**config.mk**
```make
export PLATFORM = sky130hd
export DESIGN_NAME = udp_chan_arbiter
export DESIGN_NICKNAME = d
export VERILOG_FILES = /design/src/rtl/udp_chan_arbiter.sv
export SDC_FILE = /design/constraint.sdc
export NUM_CORES = 1
export LEC_CHECK = 0
export CELL_PAD_IN_SITES_DETAIL_PLACEMENT = 1
export CELL_PAD_IN_SITES_GLOBAL_PLACEMENT = 1
export CORE_UTILIZATION = 38
export DETAILED_ROUTE_END_ITERATION = 10
export GPL_TIMING_DRIVEN = 0
export PLACE_DENSITY_LB_ADDON = 0.1
export SLEW_MARGIN = 20
export SYNTH_ARGS = -nofsm -noshare
export SYNTH_HDL_FRONTEND = slang
export SYNTH_SLANG_ARGS = --single-unit
export TNS_END_PERCENT = 30
```
**constraint.sdc**
```tcl
create_clock -name clk -period 1.5 [get_ports clk]
set_input_delay 0.225 -clock clk [delete_from_list [all_inputs] [get_ports clk]]
set_output_delay 0.225 -clock clk [all_outputs]
set_load 0.02 [all_outputs]
```
**src/rtl/udp_chan_arbiter.sv**
```systemverilog
`default_nettype none
// ============================================================================
//  Module   : udp_chan_arbiter
//  Purpose  : Round-robin scheduler sharing one UDP transmit engine among NCH
//             ping-pong pre-buffer channels. Latches each channel's start
//             request and filled bank, grants the engine to one channel at a
//             time and returns a per-channel busy to the producers.
//  Options  : UDP_ARB_TIMEOUT_EN - when defined, a grant whose engine never
//             raises tx_busy is abandoned after TIMEOUT cycles and flagged on
//             timeout_err; when undefined the arbiter waits indefinitely.
//  Revision : 1.0 - initial release
// ============================================================================
module udp_chan_arbiter #(
    parameter int NCH     = 4,
    parameter int CW      = 2,
    parameter int TIMEOUT = 50000
) (
    input  logic           clk,
    input  logic           nRST,
    input  logic [NCH-1:0] req,
    input  logic [NCH-1:0] req_bank,
    input  logic           tx_busy,
    output logic           tx_start,
    output logic [CW-1:0]  tx_ch,
    output logic           tx_bank,
    output logic [NCH-1:0] ch_busy,
    output logic [NCH-1:0] overflow,
    output logic           timeout_err
);

    typedef enum logic [2:0] {
        S_IDLE    = 3'd0,
        S_ARB     = 3'd1,
        S_START   = 3'd2,
        S_WAIT_HI = 3'd3,
        S_WAIT_LO = 3'd4,
        S_RELEASE = 3'd5
    } state_t;

    localparam logic [CW-1:0] c_last_ch = CW'(NCH - 1);

    state_t         r_state;
    logic [NCH-1:0] r_req_d;      // previous req level for edge detection
    logic [NCH-1:0] r_edge;       // registered rising edges of req
    logic [NCH-1:0] r_edge_bank;  // req_bank captured alongside r_edge
    logic [NCH-1:0] r_pend;       // frame waiting for the engine
    logic [NCH-1:0] r_bank;       // bank of the waiting frame
    logic           r_act;        // a grant is held (ARB load until RELEASE)
    logic [CW-1:0]  r_rr;         // round-robin search start
    logic [NCH-1:0] w_granted;    // one-hot view of the current grant
    logic [CW-1:0]  w_pick;       // first pending channel at or after r_rr

    // Reject parameter sets the datapath cannot represent
    if ((NCH < 2) || (NCH > 8) || (CW < $clog2(NCH)) || (TIMEOUT < 1) || (TIMEOUT > 65536)) begin : g_param_check
        $error("udp_chan_arbiter: unsupported parameter combination");
    end

    // One-hot grant vector used by overflow detection and ch_busy
    for (genvar gi = 0; gi < NCH; gi++) begin : g_grant
        assign w_granted[gi] = r_act && (tx_ch == CW'(gi));
    end

    // Round-robin pick: scan downward so the smallest offset from r_rr wins
    always_comb begin
        w_pick = r_rr;
        for (int k = NCH - 1; k >= 0; k--) begin
            if (r_pend[(int'(r_rr) + k) % NCH]) begin
                w_pick = CW'((int'(r_rr) + k) % NCH);
            end
        end
    end

    // Single register stage detecting new-frame edges and their bank
    always_ff @(posedge clk or negedge nRST) begin
        if (!nRST) begin
            r_req_d     <= '0;
            r_edge      <= '0;
            r_edge_bank <= '0;
        end else begin
            r_req_d     <= req;
            r_edge      <= req & ~r_req_d;
            r_edge_bank <= req_bank;
        end
    end

`ifdef UDP_ARB_TIMEOUT_EN
    localparam logic [15:0] c_timeout_last = 16'(TIMEOUT - 1);
    logic [15:0] r_cnt;
`else
    assign timeout_err = 1'b0;
`endif

    // Grant controller: request latching, arbitration and engine handshake
    always_ff @(posedge clk or negedge nRST) begin
        if (!nRST) begin
            r_state  <= S_IDLE;
            r_pend   <= '0;
            r_bank   <= '0;
            r_rr     <= '0;
            r_act    <= 1'b0;
            tx_start <= 1'b0;
            tx_ch    <= '0;
            tx_bank  <= 1'b0;
            overflow <= '0;
`ifdef UDP_ARB_TIMEOUT_EN
            r_cnt       <= '0;
            timeout_err <= 1'b0;
`endif
        end else begin
            tx_start <= 1'b0;
            case (r_state)
                S_IDLE: begin
                    if (|r_pend) begin
                        r_state <= S_ARB;
                    end
                end
                S_ARB: begin
                    tx_ch          <= w_pick;
                    tx_bank        <= r_bank[w_pick];
                    r_pend[w_pick] <= 1'b0;
                    r_act          <= 1'b1;
                    tx_start       <= 1'b1;
                    r_state        <= S_START;
                end
                S_START: begin
                    r_state <= S_WAIT_HI;
`ifdef UDP_ARB_TIMEOUT_EN
                    r_cnt   <= '0;
`endif
                end
                S_WAIT_HI: begin
                    if (tx_busy) begin
                        r_state <= S_WAIT_LO;
                    end
`ifdef UDP_ARB_TIMEOUT_EN
                    else if (r_cnt == c_timeout_last) begin
                        // Engine never answered: drop the frame, move on
                        timeout_err <= 1'b1;
                        r_state     <= S_RELEASE;
                    end else begin
                        r_cnt <= r_cnt + 16'd1;
                    end
`endif
                end
                S_WAIT_LO: begin
                    if (!tx_busy) begin
                        r_state <= S_RELEASE;
                    end
                end
                S_RELEASE: begin
                    r_rr    <= (tx_ch == c_last_ch) ? '0 : tx_ch + CW'(1);
                    r_act   <= 1'b0;
                    r_state <= S_IDLE;
                end
                default: begin
                    r_state <= S_IDLE;
                end
            endcase

            // New frames always queue and refresh the bank; placed after the
            // case so a same-cycle ARB clear cannot swallow a fresh request.
            // A channel being released may legally request again.
            for (int i = 0; i < NCH; i++) begin
                if (r_edge[i]) begin
                    if (r_pend[i] || (w_granted[i] && (r_state != S_RELEASE))) begin
                        overflow[i] <= 1'b1;
                    end
                    r_pend[i] <= 1'b1;
                    r_bank[i] <= r_edge_bank[i];
                end
            end
        end
    end

    // Registered per-channel busy returned to the producers
    always_ff @(posedge clk or negedge nRST) begin
        if (!nRST) begin
            ch_busy <= '0;
        end else begin
            ch_busy <= r_pend | w_granted;
        end
    end

endmodule
`default_nettype wire

```
# ---- Yosys cells after proc, flatten, opt, wreduce, memory -nomap -nowiden
# Cells that the tools add are included.
dict set report op_classes {
  addsub 4
  n_lt_le_gt_ge 6
  n_eq_ne 12
  muxes 31
  n_bitwise 8
  reduce_logical 29
}
# op count
set ops {}
lappend ops {{case mux 3 bit (5 select lines)} 1}
lappend ops {{2-to-1 mux 1 bit} 14}
lappend ops {{less-than comparator 3 x 4 -> 1 bit (second input constant)} 3}
lappend ops {{binary-select mux 1 bit (select 2 bit)} 5}
lappend ops {{2-to-1 mux 2 bit} 5}
lappend ops {{nonzero test 2 bit} 5}
lappend ops {{logical AND 1 bit} 9}
lappend ops {{2-to-1 mux 3 bit} 3}
lappend ops {{bitwise AND 4 bit} 2}
lappend ops {{NOT 4 bit} 2}
lappend ops {{AND reduction 2 bit} 4}
lappend ops {{equality test 3 x 2 -> 1 bit (second input constant)} 2}
lappend ops {{equality test 3 bit (second input constant)} 2}
lappend ops {{less-than comparator 2 x 3 -> 1 bit (second input constant)} 2}
lappend ops {{inequality test 2 bit (second input constant)} 3}
lappend ops {{OR reduction 2 bit} 3}
lappend ops {{adder 2 x 1 -> 2 bit (second input constant)} 2}
lappend ops {{adder 2 bit (second input constant)} 2}
lappend ops {{equality test 2 bit (second input constant)} 2}
lappend ops {{logical OR 1 bit} 4}
lappend ops {{2-to-1 mux 4 bit} 1}
lappend ops {{bitwise OR 4 bit} 1}
lappend ops {{OR reduction 4 bit} 1}
lappend ops {{bitwise AND 1 bit (first input constant)} 3}
lappend ops {{other kinds (9)} 9}
dict set report totals {
  regBits 38
  in_bits 11
  output_inout_bits 13
  wordCells 112
}

# ---- Longest topological paths before layout
# Gate-level depths: netlist of the first run.
dict set report depth {
  ltp_word 18
  ltp_mapped 7
  depth_no_buf 6
}

# ---- Worst setup path before layout of the first run
# No wires, ideal clock.
dict set report synth_path {
  path_type {reg2reg}
  from {register r_pend[0]}
  to {register r_pend[3]}
  setup_ns 0.118
  t_arrival_ns 1.492
  t_required_ns 1.382
  path_slack_ns -0.110
  stages_incl_launch_ff 6
  n_path_buf 0
  synth_period_minus_slack_ns 1.610
  cell_sequence {dfrtp_1 > and2b_1 > or4_4 > a21oi_4 > nand2b_1 > a21o_1}
}
dict set report synth_via {
  elab_chain_len 15
  word_cells_on_any_way 24
  classes_between {2 x order compare; 19 x mux; 2 x bitwise; 1 x reduce/logical}
}
# element line
set synth_lines {}
lappend synth_lines {{start: declaration} 46} ;# logic [NCH-1:0] r_pend;
lappend synth_lines {{start signal: assignment} 97} ;# r_pend <= '0;
lappend synth_lines {{start signal: indexed assignment} 120} ;# r_pend[w_pick] <= 1'b0;
lappend synth_lines {{start signal: indexed assignment} 168} ;# r_pend[i] <= 1'b1;
lappend synth_lines {{binary-select mux 1 bit (select 2 bit)} 67} ;# if (r_pend[(int'(r_rr) + k) % NCH]) begin
lappend synth_lines {{2-to-1 mux 1 bit (implied by the code) (2 in a row)} 67}
lappend synth_lines {{2-to-1 mux 2 bit (3 in a row)} 67}
lappend synth_lines {{2-to-1 mux 2 bit (*)} 67}
lappend synth_lines {{less-than comparator 2 x 3 -> 1 bit (implied by the code) / greater-or-equal comparator 2 x 1 -> 1 bit (equally long branches)} 120}
lappend synth_lines {{logical AND 1 bit (implied by the code)} 120}
lappend synth_lines {{2-to-1 mux 1 bit (implied by the code)} 120}
lappend synth_lines {{demux 1 bit (select 2 bit) (*)} 120}
lappend synth_lines {{NOT 4 bit (no line) (*)} -}
lappend synth_lines {{bitwise AND 4 bit (no line) (*)} -}
lappend synth_lines {{2-to-1 mux 4 bit (*)} 111} ;# case (r_state)
lappend synth_lines {{2-to-1 mux 1 bit (*)} 164} ;# if (r_edge[i]) begin
# Mark *: on every way between the ends. The rest lies on a longest branch, timed or not. The select of a mux whose other input is x is not followed.
# A chain may end at the register's enable or synchronous reset.

# ---- Worst setup path in the final report of the first run
dict set report layout_path {
  from {register r_pend[3]}
  to {register r_pend[2]}
}
# The elaborated chain is that of the path after synthesis.

==> run metrics, run 1 <==
status=complete, but fails checks; failing checks=negative setup slack; minimum clock period=1691 ps; Worst VDD drop=0.0009390 V; Worst Hold Class=in -> reg; Core ar.=3744 sq um; multi-input logic area=~560 sq um; startpoint types=flip-flop; Crit. End Element=flip-flop; WL met1=approximately 1.4 mm; synthesis-stage register bit count=38; Routed WL=3.244 mm; Final Skew=2.460 ps; sequential share of power=0.412; Yosys cell types=37; period utilization=1.127; Worst Path Required=approximately 1700 ps; CTS Root Cell=clkbuf_8; Net Switching=1.299 mW; I/O Buffers=22; Critical Path Fanout Max=4; Pre-Repair DR Iteration Count=4; Leakage Power=0.8637 nW; die area=4264 sq um; Mapped Nets=about 140; # setup viols final=6; vias in the first global route=approximately 1200; Combinational Power Share=0.396; Sw Ratio=0.3551; drt drc=0; cell count after placement=193; Seq/Total Area, Yosys=0.6245; Crit path largest cell delay=550 ps; CTS tree=built; yosys warns=0; global-route wire length before repair=5.616 mm; Internal=2.359 mW; largest net degree at the start of global routing=23; Slew Limit Fails=0; most common cell after layout, fill and taps aside=dfrtp_1; Longest Clk Path Bufs=2; CP delay by family, top=simple AND/OR/NAND/NOR gates; Die X-Extent=65.30 um; Initial Utilization=0.4068; CP Class=reg -> reg; slowest cell on the critical path=or4_4; GRT Total Usage=0.1764; Sink Count=38; clock slew at reported path FFs=70 ps; initial antenna violation count=0; IO Pins=24; PD cells=1815 nW/um^2; Hold Fails Final Rpt=0; critical path arrival=1870 ps; ratio of cells with drive above 1 in the final layout=0.2160; setup ws final=-190.7 ps; Avg Cell Area, Syn=12.48 sq um; Setup TNS Final=-751.5 ps; Worst Path Buf+Inv=1; fin nets=176; Top Metal Used=met4; f_max=0.5915 GHz; H-tree depth=2; Layout Cells excl Fill=210; via count=1061; RSZ-0062 raised after global routing=yes; number of buffers created by CTS=5; Row Count=22; number of diodes=0; max-cap check violation count=0; Final HPWL DP=2.173 mm; Clk pwr share=0.192; Post-Syn Area=1523 sq um; Register Area=952.2 sq um; Vert. Die Dim=between 60 and 70 um; wire length per cell=15.45 um; total grt overflow=0; remaining antenna violation count after routing=0; drt first-iter violations=21; most frequent cells in the layout=37 x dfrtp_1, 18 x clkdlybuf4s50_1, 10 x buf_4; Placer Congestion=0.8126; WHS=~380 ps; WL met3=~86 um; area grow syn2layout=32.37%; met2 WL=1.753 mm; clock insertion delay at the later pin of the skew report=280 ps; cell count after synthesis=122; fill cell count=416; Vias per Instance=5.052; crit path cell chain=buf_6 > and3b_1 > or4_4 > a21oi_4 > nand2_1 > a21o_1
synthesized netlist by cell type:
cell      count  area [sq um]
a211o_1       1         8.760
a211oi_2      1         12.51
a21o_1        7         52.55
a21o_2        1         8.760
a21oi_1       1         5.000
a21oi_4       1         16.27
a31oi_1       1         6.260
and2_1        1         6.260
and2b_1       1         7.510
and3b_1       1         8.760
buf_4         1         7.510
buf_6         1         11.26
clkbuf_1      1         3.750
conb_1        1         3.750
dfrtp_1      38         950.9
ha_1          4         50.05
inv_1         3         11.26
inv_2         1         3.750
mux2_2        4         45.04
mux2i_1       1         10.01
nand2_1       8         30.03
nand2b_1      8         50.05
nand3_1       2         10.01
nand3_2       1         10.01
nand3b_1      1         7.510
nand4_1       1         6.260
nor2_1        5         18.77
nor2b_1       7         43.79
nor3_1        1         5.000
nor3b_1       1         7.510
o211ai_1      4         30.03
o21ai_0       7         35.03
o21bai_1      1         7.510
o22ai_1       1         6.260
o31ai_1       1         7.510
or2_1         1         6.260
or4_4         1         11.26
power by group through the flow:
stage,clock [mW],sequential [mW],combinational [mW]
finish,0.704,1.51,1.45
global route,0.761,1.54,1.58
CTS,0.729,1.50,1.39
detailed placement,0,1.54,1.19
global placement,0,1.52,1.13
floorplan,0,1.58,0.665
worst paths after layout:
check                                 start              to  slack [ps]  depth (start not counted)
worst min register to register   r_req_d[0]       r_edge[0]         390                          1
worst max-delay path              r_pend[3]       r_pend[2]        -190                          6
worst min-delay path            req_bank[2]  r_edge_bank[2]         380                          1
max in group asynchronous              nRST       r_edge[1]         640                          3
min in group asynchronous              nRST      r_state[1]         410                          2
worst max register to register    r_pend[3]       r_pend[2]        -190                          6
metrics by stage:
stage               utilization  power (mW)  worst slack (ps)  instance area, sq um
floorplan                     -       2.245            -110.0                  1523
global placement         0.4816       2.650            -615.4                  1803
detailed placement       0.4876       2.726            -243.3                  1826
CTS                      0.5334       3.622            -195.8                  1997
global route             0.5384       3.885            -243.2                  2016
finish                   0.5384       3.658            -190.7                  2016
cells by family after synthesis:
| logic type | Yosys count | share of synthesized area |
|---|---|---|
| simple gates | 40 | 0.1504 |
| flops | 38 | 0.6245 |
| compound gates | 27 | 0.1290 |
| buf+inv | 7 | 0.02465 |
| mux | 5 | 0.03615 |
| fa+ha+maj | 4 | 0.03287 |
| other cells | 1 | 0.002463 |
routing by layer:
layer	track usage	vias to the layer above
met5	0	-
met1	0.2036	538
met4	0.07337	0
met2	0.3183	23
li1	-	493
met3	0.03125	7
sequential cells by signal, summed over array words and instances (netlist names), 3 cells and up:
name / flops
ch_busy: 4
overflow: 4
r_bank: 4
r_edge: 4
r_edge_bank: 4
r_pend: 4
r_req_d: 4
r_state: 3
cell type report:
type,count,share of cell area
multi-input combinational,77,0.2768
clock buffer,7,0.04283
sequential,38,0.4724
clock inverter,1,0.002483
tap,48,0.02980
inverter,4,0.007449
timing repair buffer,33,0.1589
buffer,2,0.009311
timing repair:
item                                    in CTS  in global routing
pin swaps                                    5                  1
endpoints found under the setup margin       8                  8
setup buffers                                9                  0
hold endpoints to repair                    16                  0
resized for setup                            7                  4
hold buffers                                 1                  0
Power figures use the tool's default switching activity.
==> run 2: changes to the inputs <==
CTS_CLUSTER_SIZE = 40   (was not set)
==> results of run 2 <==
Final layout, timing and power as in run 1 (identical DEF).
